### config.mk
export PLATFORM = sky130hd
export DESIGN_NAME = in_port_flat
export DESIGN_NICKNAME = d
export VERILOG_FILES = /design/src/rtl/in_port_pkg.sv /design/src/rtl/in_port_if.sv /design/src/rtl/in_port.sv /design/src/flat_wrapper.sv
export SDC_FILE = /design/constraint.sdc
export NUM_CORES = 2
export LEC_CHECK = 0
export ABC_CLOCK_PERIOD_IN_PS = 1700
export CORE_AREA = 2 2 506 508
export CTS_BUF_LIST = sky130_fd_sc_hd__clkbuf_8
export DETAILED_ROUTE_END_ITERATION = 10
export DIE_AREA = 0 0 508 510
export SYNTH_ARGS = -nofsm -noshare
export SYNTH_HDL_FRONTEND = slang
export SYNTH_SLANG_ARGS = --single-unit
export TNS_END_PERCENT = 5
### constraint.sdc
create_clock -name clock -period 1.7 [get_ports clock]
set_input_delay 0.51 -clock clock [delete_from_list [all_inputs] [get_ports clock]]
set_output_delay 0.51 -clock clock [all_outputs]
set_load 0.01 [all_outputs]
### src/rtl/in_port_pkg.sv
// Shared PHV geometry for the ingress deserializer and the egress serializer.
package in_port_pkg;

  localparam int unsigned PHV_BYTES  = 128;
  localparam int unsigned BEAT_BYTES = 32;
  localparam int unsigned BEATS      = PHV_BYTES / BEAT_BYTES;
  localparam int unsigned BEAT_IDX_W = (BEATS > 1) ? $clog2(BEATS) : 1;
  localparam int unsigned CNT_W      = 32;

  // Byte i of a PHV is element [i].
  typedef logic [PHV_BYTES-1:0][7:0]  phv_bytes_t;
  typedef logic [BEAT_BYTES-1:0][7:0] beat_bytes_t;
  typedef logic [BEAT_IDX_W-1:0]      beat_idx_t;
  typedef logic [BEATS-1:0]           lane_en_t;

endpackage

### src/rtl/in_port_if.sv
// Beat stream in, PHV out. The slave modport is the deserializer side.
interface in_port_if;
  import in_port_pkg::*;

  beat_bytes_t       io_data;
  logic              io_last;
  logic              io_en;

  phv_bytes_t        io_phv_out_data;
  logic              io_phv_out_valid;
  logic              io_phv_out_last;
  logic [CNT_W-1:0]  io_pkt_cnt;

  modport slave (
    input  io_data, io_last, io_en,
    output io_phv_out_data, io_phv_out_valid, io_phv_out_last, io_pkt_cnt
  );

  modport master (
    output io_data, io_last, io_en,
    input  io_phv_out_data, io_phv_out_valid, io_phv_out_last, io_pkt_cnt
  );

endinterface

### src/rtl/in_port.sv
// Ingress PHV deserializer: packs BEAT_BYTES-wide beats into PHV_BYTES-wide PHVs.
// A PHV is emitted one cycle after the beat that fills it or that carries io_last.
module in_port
  import in_port_pkg::*;
(
  input  logic        clock,
  input  logic        reset,
  in_port_if.slave    bus
);

  beat_idx_t         beat_idx_q, beat_idx_d;
  phv_bytes_t        acc_q, acc_d;
  phv_bytes_t        phv_q, phv_d;
  logic              valid_q, valid_d;
  logic              last_q, last_d;
  logic [CNT_W-1:0]  pkt_cnt_q, pkt_cnt_d;

  lane_en_t          lane_sel;
  phv_bytes_t        merged;
  logic              complete;

  // One-hot beat lane select decoded from the current fill index.
  always_comb begin
    lane_sel = '0;
    lane_sel[beat_idx_q] = 1'b1;
  end

  // Accumulator with the current beat written into its lane.
  always_comb begin
    merged = acc_q;
    for (int b = 0; b < BEATS; b++) begin
      if (bus.io_en && lane_sel[b]) begin
        merged[b*BEAT_BYTES +: BEAT_BYTES] = bus.io_data;
      end
    end
  end

  assign complete = bus.io_en && ((beat_idx_q == beat_idx_t'(BEATS - 1)) || bus.io_last);

  // Next-state: fill index, accumulator, registered PHV and packet counter.
  always_comb begin
    beat_idx_d = beat_idx_q;
    acc_d      = acc_q;
    phv_d      = phv_q;
    valid_d    = 1'b0;
    last_d     = last_q;
    pkt_cnt_d  = pkt_cnt_q;
    if (complete) begin
      // The merged word goes out and the accumulator restarts empty, so a beat
      // arriving next cycle lands in a clean word.
      beat_idx_d = '0;
      acc_d      = '0;
      phv_d      = merged;
      valid_d    = 1'b1;
      last_d     = bus.io_last;
      if (bus.io_last) begin
        pkt_cnt_d = pkt_cnt_q + CNT_W'(1);
      end
    end else if (bus.io_en) begin
      beat_idx_d = beat_idx_q + beat_idx_t'(1);
      acc_d      = merged;
    end
  end

  // State registers; reset discards any partial word.
  always_ff @(posedge clock or negedge reset) begin
    if (!reset) begin
      beat_idx_q <= '0;
      acc_q      <= '0;
      phv_q      <= '0;
      valid_q    <= 1'b0;
      last_q     <= 1'b0;
      pkt_cnt_q  <= '0;
    end else begin
      beat_idx_q <= beat_idx_d;
      acc_q      <= acc_d;
      phv_q      <= phv_d;
      valid_q    <= valid_d;
      last_q     <= last_d;
      pkt_cnt_q  <= pkt_cnt_d;
    end
  end

  assign bus.io_phv_out_data  = phv_q;
  assign bus.io_phv_out_valid = valid_q;
  assign bus.io_phv_out_last  = last_q;
  assign bus.io_pkt_cnt       = pkt_cnt_q;

endmodule

### src/flat_wrapper.sv
// flat-port wrapper written by rule: the top's interface ports become plain ports
module in_port_flat import in_port_pkg::*;
  (clock, reset, bus_io_data, bus_io_last, bus_io_en, bus_io_phv_out_data, bus_io_phv_out_valid, bus_io_phv_out_last, bus_io_pkt_cnt);
  in_port_if bus_i ();
  input  logic clock;
  input  logic reset;
  input wire logic [$bits(bus_i.io_data)-1:0] bus_io_data;
  input wire logic [$bits(bus_i.io_last)-1:0] bus_io_last;
  input wire logic [$bits(bus_i.io_en)-1:0] bus_io_en;
  output wire logic [$bits(bus_i.io_phv_out_data)-1:0] bus_io_phv_out_data;
  output wire logic [$bits(bus_i.io_phv_out_valid)-1:0] bus_io_phv_out_valid;
  output wire logic [$bits(bus_i.io_phv_out_last)-1:0] bus_io_phv_out_last;
  output wire logic [$bits(bus_i.io_pkt_cnt)-1:0] bus_io_pkt_cnt;
  assign bus_i.io_data = bus_io_data;
  assign bus_i.io_last = bus_io_last;
  assign bus_i.io_en = bus_io_en;
  assign bus_io_phv_out_data = bus_i.io_phv_out_data;
  assign bus_io_phv_out_valid = bus_i.io_phv_out_valid;
  assign bus_io_phv_out_last = bus_i.io_phv_out_last;
  assign bus_io_pkt_cnt = bus_i.io_pkt_cnt;
  in_port u_core (.clock(clock), .reset(reset), .bus(bus_i));
endmodule
## Word-level counts from Yosys, hierarchy flattened

Cells that the tools add are included.

| cells by class | value |
|---|---|
| equal/unequal tests | 1 |
| multiplexer cells | 11 |
| reductions and logical operators | 9 |
| add/subtract/negate cells | 2 |
| magnitude comparators | 2 |

Operators by type and width:

| kind | number |
|---|---|
| 2-to-1 mux 1024 bit | 2 |
| 2-to-1 mux 256 bit | 4 |
| adder 32 x 1 -> 32 bit, second input constant | 1 |
| logical AND 1 bit | 6 |
| 2-to-1 mux 2 bit | 2 |
| < comparator 2 x 3 -> 1 bit, second input constant | 1 |
| adder 2 x 1 -> 2 bit, second input constant | 1 |
| demux 1 bit (select 2 bit) | 1 |
| == test 2 bit, second input constant | 1 |
| greater-or-equal comparator 2 x 1 -> 1 bit, second input constant | 1 |
| 2-to-1 mux 1 bit | 2 |
| AND reduction 2 bit | 1 |
| nonzero test 2 bit | 1 |
| logical OR 1 bit | 1 |

| storage, ports and cells | value |
|---|---|
| flip-flop bits (word level) | 2084 |

## Longest topological paths before layout

| depth | value |
|---|---|
| word-level depth | 8 |
| depth in mapped cells | 9 |
| mapped depth without buffers | 6 |

## Worst setup path before layout

Ideal clock, no wire load.

| timing | value |
|---|---|
| kind | register -> register |
| start | reg u_core.beat_idx_q[0] |
| end | reg u_core.phv_q, in the netlist u_core.bus.io_phv_out_data[242] |
| stages on the path, launching flop included | 10 |
| path slack | -0.057 ns |
| arrival time | 1.674 ns |
| period minus slack after synthesis | 1.757 ns |
| path through | dfrtp_1 -> ha_1 -> o21ai_2 -> buf_2 -> buf_6 -> buf_4 -> buf_2 -> buf_2 -> nand2_1 -> o21ai_0 |

| on the way | value |
|---|---|
| longest elaborated chain between the ends | 6 |

Ends and longest elaborated chain:

| what | RTL line | text |
|---|---|---|
| from (decl) | in_port.sv:11 | `beat_idx_t beat_idx_q, beat_idx_d;` |
| from (signal assigned) | in_port.sv:75 | `beat_idx_q <= beat_idx_d;` |
| < comparator 2 x 3 -> 1 bit (not written as such) / greater-or-equal comparator 2 x 1 -> 1 bit (equally long branches) | in_port.sv:25 | `lane_sel[beat_idx_q] = 1'b1;` |
| logical AND 1 bit (not written as such) | in_port.sv:25 |  |
| 2-to-1 mux 1 bit (not written as such) | in_port.sv:25 |  |
| demux 1 bit (select 2 bit) | - |  |
| logical AND 1 bit | in_port.sv:32 | `if (bus.io_en && lane_sel[b]) begin` |
| 2-to-1 mux 256 bit | in_port.sv:32 |  |
| to (signal assigned) | in_port.sv:77 | `phv_q <= phv_d;` |
| to (decl) | in_port.sv:13 | `phv_bytes_t phv_q, phv_d;` |

Parallel ways exist; a longest one is shown, timed or not.
A chain may end at the register's enable or synchronous reset.

## Worst setup path in the final report

| timing | value |
|---|---|
| start | reg u_core.phv_q, in the netlist u_core.bus.io_phv_out_data[293] |
| end | out bus_io_phv_out_data[293] |

RTL lines:

| what | RTL line | text |
|---|---|---|
| to (decl) | flat_wrapper.sv:10 | `output wire logic [$bits(bus_i.io_phv_out_data)-1:0] bus_io_phv_out_data;` |

No word-level cell between the ends.

==> flow_metrics.py <==
metrics = {
    "drt": {
        "drt_iter0_markers": 4111,
        "wl_per_cell_um": 21.9,
        "vias": 57790,
        "antenna_left": 0,
        "drt-total-wl_um": 269000,
        "post-route-drc-count": 0,
        "viasPerCell": 4.70,
        "drt-pass1-iter-count": 5,
    },
    "synth": {
        "synth_cell_types": 24,
        "syn_area_per_cell_sq_um": 11.7,
        "syn_inst": 6746,
        "synthArstFlopShare": 1.00,
        "yosys_warnings": 0,
        "seq_area_frac_synth": 0.663,
        "synth_nets": 7011,
        "synth_edf_count": 0,
        "syn_area_sq_mm": 0.0787,
        "synth_seq_cells": 2084,
        "synthFlopType": "dfrtp_1",
    },
    "outcome": {
        "violations": "setup timing",
        "status": "complete, but fails checks",
    },
    "place": {
        "hpwlAfterDp_um": 196000,
        "dp.cells": 11497,
        "place.gp.congestion": 0.864,
        "placed_cell_area_sq_mm": 0.100,
        "dp_slack_ns": -0.728,
        "io_buffers": 1317,
    },
    "floorplanning": {
        "start_util": 0.310,
        "coreArea_sq_mm": 0.253,
        "die_h_um": 510,
        "ios": 1318,
        "die_x_um": 508,
        "dieArea_sq_mm": 0.259,
        "fp-row-count": 185,
    },
    "setup_path": {
        "crit_chain": "clkdlybuf4s15_1",
        "worstSetupPathType": "reg -> out",
        "slowest_delay_ns": 0.38,
        "critPathArrivalTime_ns": 1.75,
        "cp-end-kind": "output port",
        "crit_buf_inv": 1,
        "cp_top_family": "flip-flops",
        "critPathSlowestCell": "dfrtp_1",
        "worstPathMaxFanout": 2,
        "crit_required_ns": 1.19,
        "critPathLaunchType": "register",
    },
    "global_routing": {
        "antenna_found_initial": 32,
        "grtUsageTotal": 0.202,
        "grt_max_degree": 98,
        "overflow": 0,
        "grt_pass1_wl_um": 394000,
        "first_global_vias": 59142,
    },
    "clock_tree": {
        "insertion_delay_ns": 1.09,
        "cts.clk_slew.worst_paths_ns": 0.06,
        "cts_buffer_depth": 4,
        "cts.sinks": 2084,
        "cts-buffers-inserted": 372,
        "root_buffer": "clkbuf_8",
        "h-tree-depth": 5,
        "cts_tree": "yes",
    },
    "timing": {
        "min_period_over_period": 1.33,
        "worst_slack_ns": -0.564,
        "hold_slack_ns": 0.145,
        "tns_ns": -589.82,
        "worst_slew_pin_slew_ns": 0.557,
        "finalHoldViolCount": 0,
        "fmax_mhz": 442,
        "relSlewSlack": 0.628,
        "rsz0062_at_grt": "yes",
        "fin_crit_ns": 2.26,
        "setup-violations-final": 2425,
        "drv_slew": 0,
        "fin_worst_skew_ns": 0.123,
    },
    "finish": {
        "utilization": 0.424,
        "syn2layout_area_growth_pct": 36.5,
        "drive_gt1_frac": 0.189,
        "finalNonFillerCells": 12291,
        "fill_cells": 24071,
        "num-nets-final": 8921,
        "stdcell_area_sq_mm": 0.107,
    },
    "pwr": {
        "pwr-share-comb": 0.256,
        "clkPwrFrac": 0.302,
        "p_sw_mw": 48.3,
        "power.density_mw_per_mm2": 1390,
        "power.internal_mw": 101,
        "power_mw": 150,
        "max-vdd-ir-drop_mv": 0.784,
        "p_sw_frac": 0.323,
        "p_seq_frac": 0.441,
        "p_leak_nw": 58.2,
    },
    "flow_run": {
        "maxCapViolations": 0,
    },
    "min_path": {
        "hp-class": "in -> reg",
    },
}
metal layers:
layer,global-route usage,vias to the layer above,part of all wire
li1,-,26208,-
met1,0.261,29183,0.42
met2,0.314,1891,0.46
met3,0.0610,492,0.079
met4,0.0890,16,0.043
met5,0,-,0.00041
flip-flops by register name (all words and copies together) (netlist names):
signal and cells:
u_core.bus.io_phv_out_valid 1, u_core.acc_q 1024, u_core.beat_idx_q 2, u_core.bus.io_phv_out_data 1024
u_core.bus.io_pkt_cnt 32, u_core.bus.io_phv_out_last 1
synthesized netlist by cell type (8+ instances only):
| library cell | number | area [sq um] |
|---|---|---|
| clkbuf_1 | 162 | 608 |
| nand3_1 | 8 | 40.0 |
| and2_1 | 259 | 1620 |
| xor2_1 | 8 | 70.1 |
| nand4_1 | 14 | 87.6 |
| dfrtp_1 | 2084 | 52200 |
| nand2_1 | 1042 | 3910 |
| buf_4 | 16 | 120 |
| o21ai_0 | 1027 | 5140 |
| xnor2_1 | 23 | 201 |
| buf_2 | 276 | 1380 |
| nor2_1 | 780 | 2930 |
| mux2i_1 | 1024 | 10200 |
final timing paths:
check / startpoint / end / slack [ns] / cells after the start
worst max-delay path: u_core.bus.io_phv_out_data[293]$_DFFE_PN0P_ / bus_io_phv_out_data[293] / -0.56 / 1
worst min-delay path: bus_io_data[156] / u_core.bus.io_phv_out_data[924]$_DFFE_PN0P_ / 0.15 / 3
worst max register to register: u_core.beat_idx_q[0]$_DFFE_PN0P_ / u_core.bus.io_phv_out_data[1]$_DFFE_PN0P_ / -0.30 / 7
worst min register to register: u_core.bus.io_phv_out_data[262]$_DFFE_PN0P_ / u_core.bus.io_phv_out_data[262]$_DFFE_PN0P_ / 0.47 / 2
max in group asynchronous: reset / u_core.bus.io_phv_out_data[28]$_DFFE_PN0P_ / 0.60 / 3
min in group asynchronous: reset / u_core.acc_q[501]$_DFFE_PN0P_ / 0.19 / 2
area by class of cell:
class                      instances  area (sq um)  share of cell area
antenna                           20          50.0            0.000466
clock buffer                     453          6230              0.0580
clock inverter                   170           860             0.00800
inverter                           5          26.3            0.000245
multi-input combinational       4201         24400               0.228
sequential                      2084         52200               0.486
tap                             3366          4210              0.0392
timing repair buffer            1992         19400               0.181
tightest hold or removal path, stage by stage:
cell	delay [ns]
clkdlybuf4s50_1	0.51
nand2_1	0.09
o21ai_0	0.07
cell usage in the layout, fill, tap and decap left out, types with 5 or more instances in the layout:
cell / netlist / routed
and2_1: 259 / 258
and3_1: 5 / 5
buf_12: 0 / 198
buf_2: 276 / 69
buf_4: 16 / 485
buf_6: 1 / 241
clkbuf_2: 0 / 146
clkbuf_8: 0 / 453
clkdlybuf4s15_1: 0 / 145
clkdlybuf4s15_2: 0 / 21
clkdlybuf4s50_1: 0 / 258
clkinv_2: 0 / 24
clkinvlp_4: 0 / 7
dfrtp_1: 2084 / 2070
dfrtp_2: 0 / 14
diode_2: 0 / 20
dlygate4sd2_1: 0 / 421
dlygate4sd3_1: 0 / 7
inv_1: 4 / 132
mux2i_1: 1024 / 1024
nand2_1: 1042 / 1038
nand3_1: 8 / 8
nand4_1: 14 / 14
nor2_1: 780 / 780
o21ai_0: 1027 / 1027
xnor2_1: 23 / 23
xor2_1: 8 / 8
repair_timing:
action	in CTS	in global routing
endpoints found under the setup margin	2513	2800
hold buffers	7	0
endpoints found under the hold margin	1710	0
setup buffers	89	56
pin swaps	0	0
gates resized for setup	2138	804
power groups by stage:
stage / registers, mW / clock network (mW) / logic (mW)
4_1_cts: 65.9 / 46.5 / 38.3
2_1_floorplan: 67.8 / 0 / 13.1
3_5_place_dp: 66.6 / 0 / 41.0
3_3_place_gp: 66.4 / 0 / 40.3
5_1_grt: 67.0 / 48.9 / 41.7
6_report: 66.1 / 45.3 / 38.4
logic make-up (layout without fill, tap and decap cells):
group,Yosys count,count (layout),synth area share
buf+inv,461,2620,0.0272
other cells,0,20,0
simple gates,2112,2112,0.110
compound gates,1028,1028,0.0654
fa+ha+maj,5,5,0.000795
flops,2084,2084,0.663
mux,1025,1025,0.130
xor+xnor,31,31,0.00345
(Power assumes the default switching activity.)
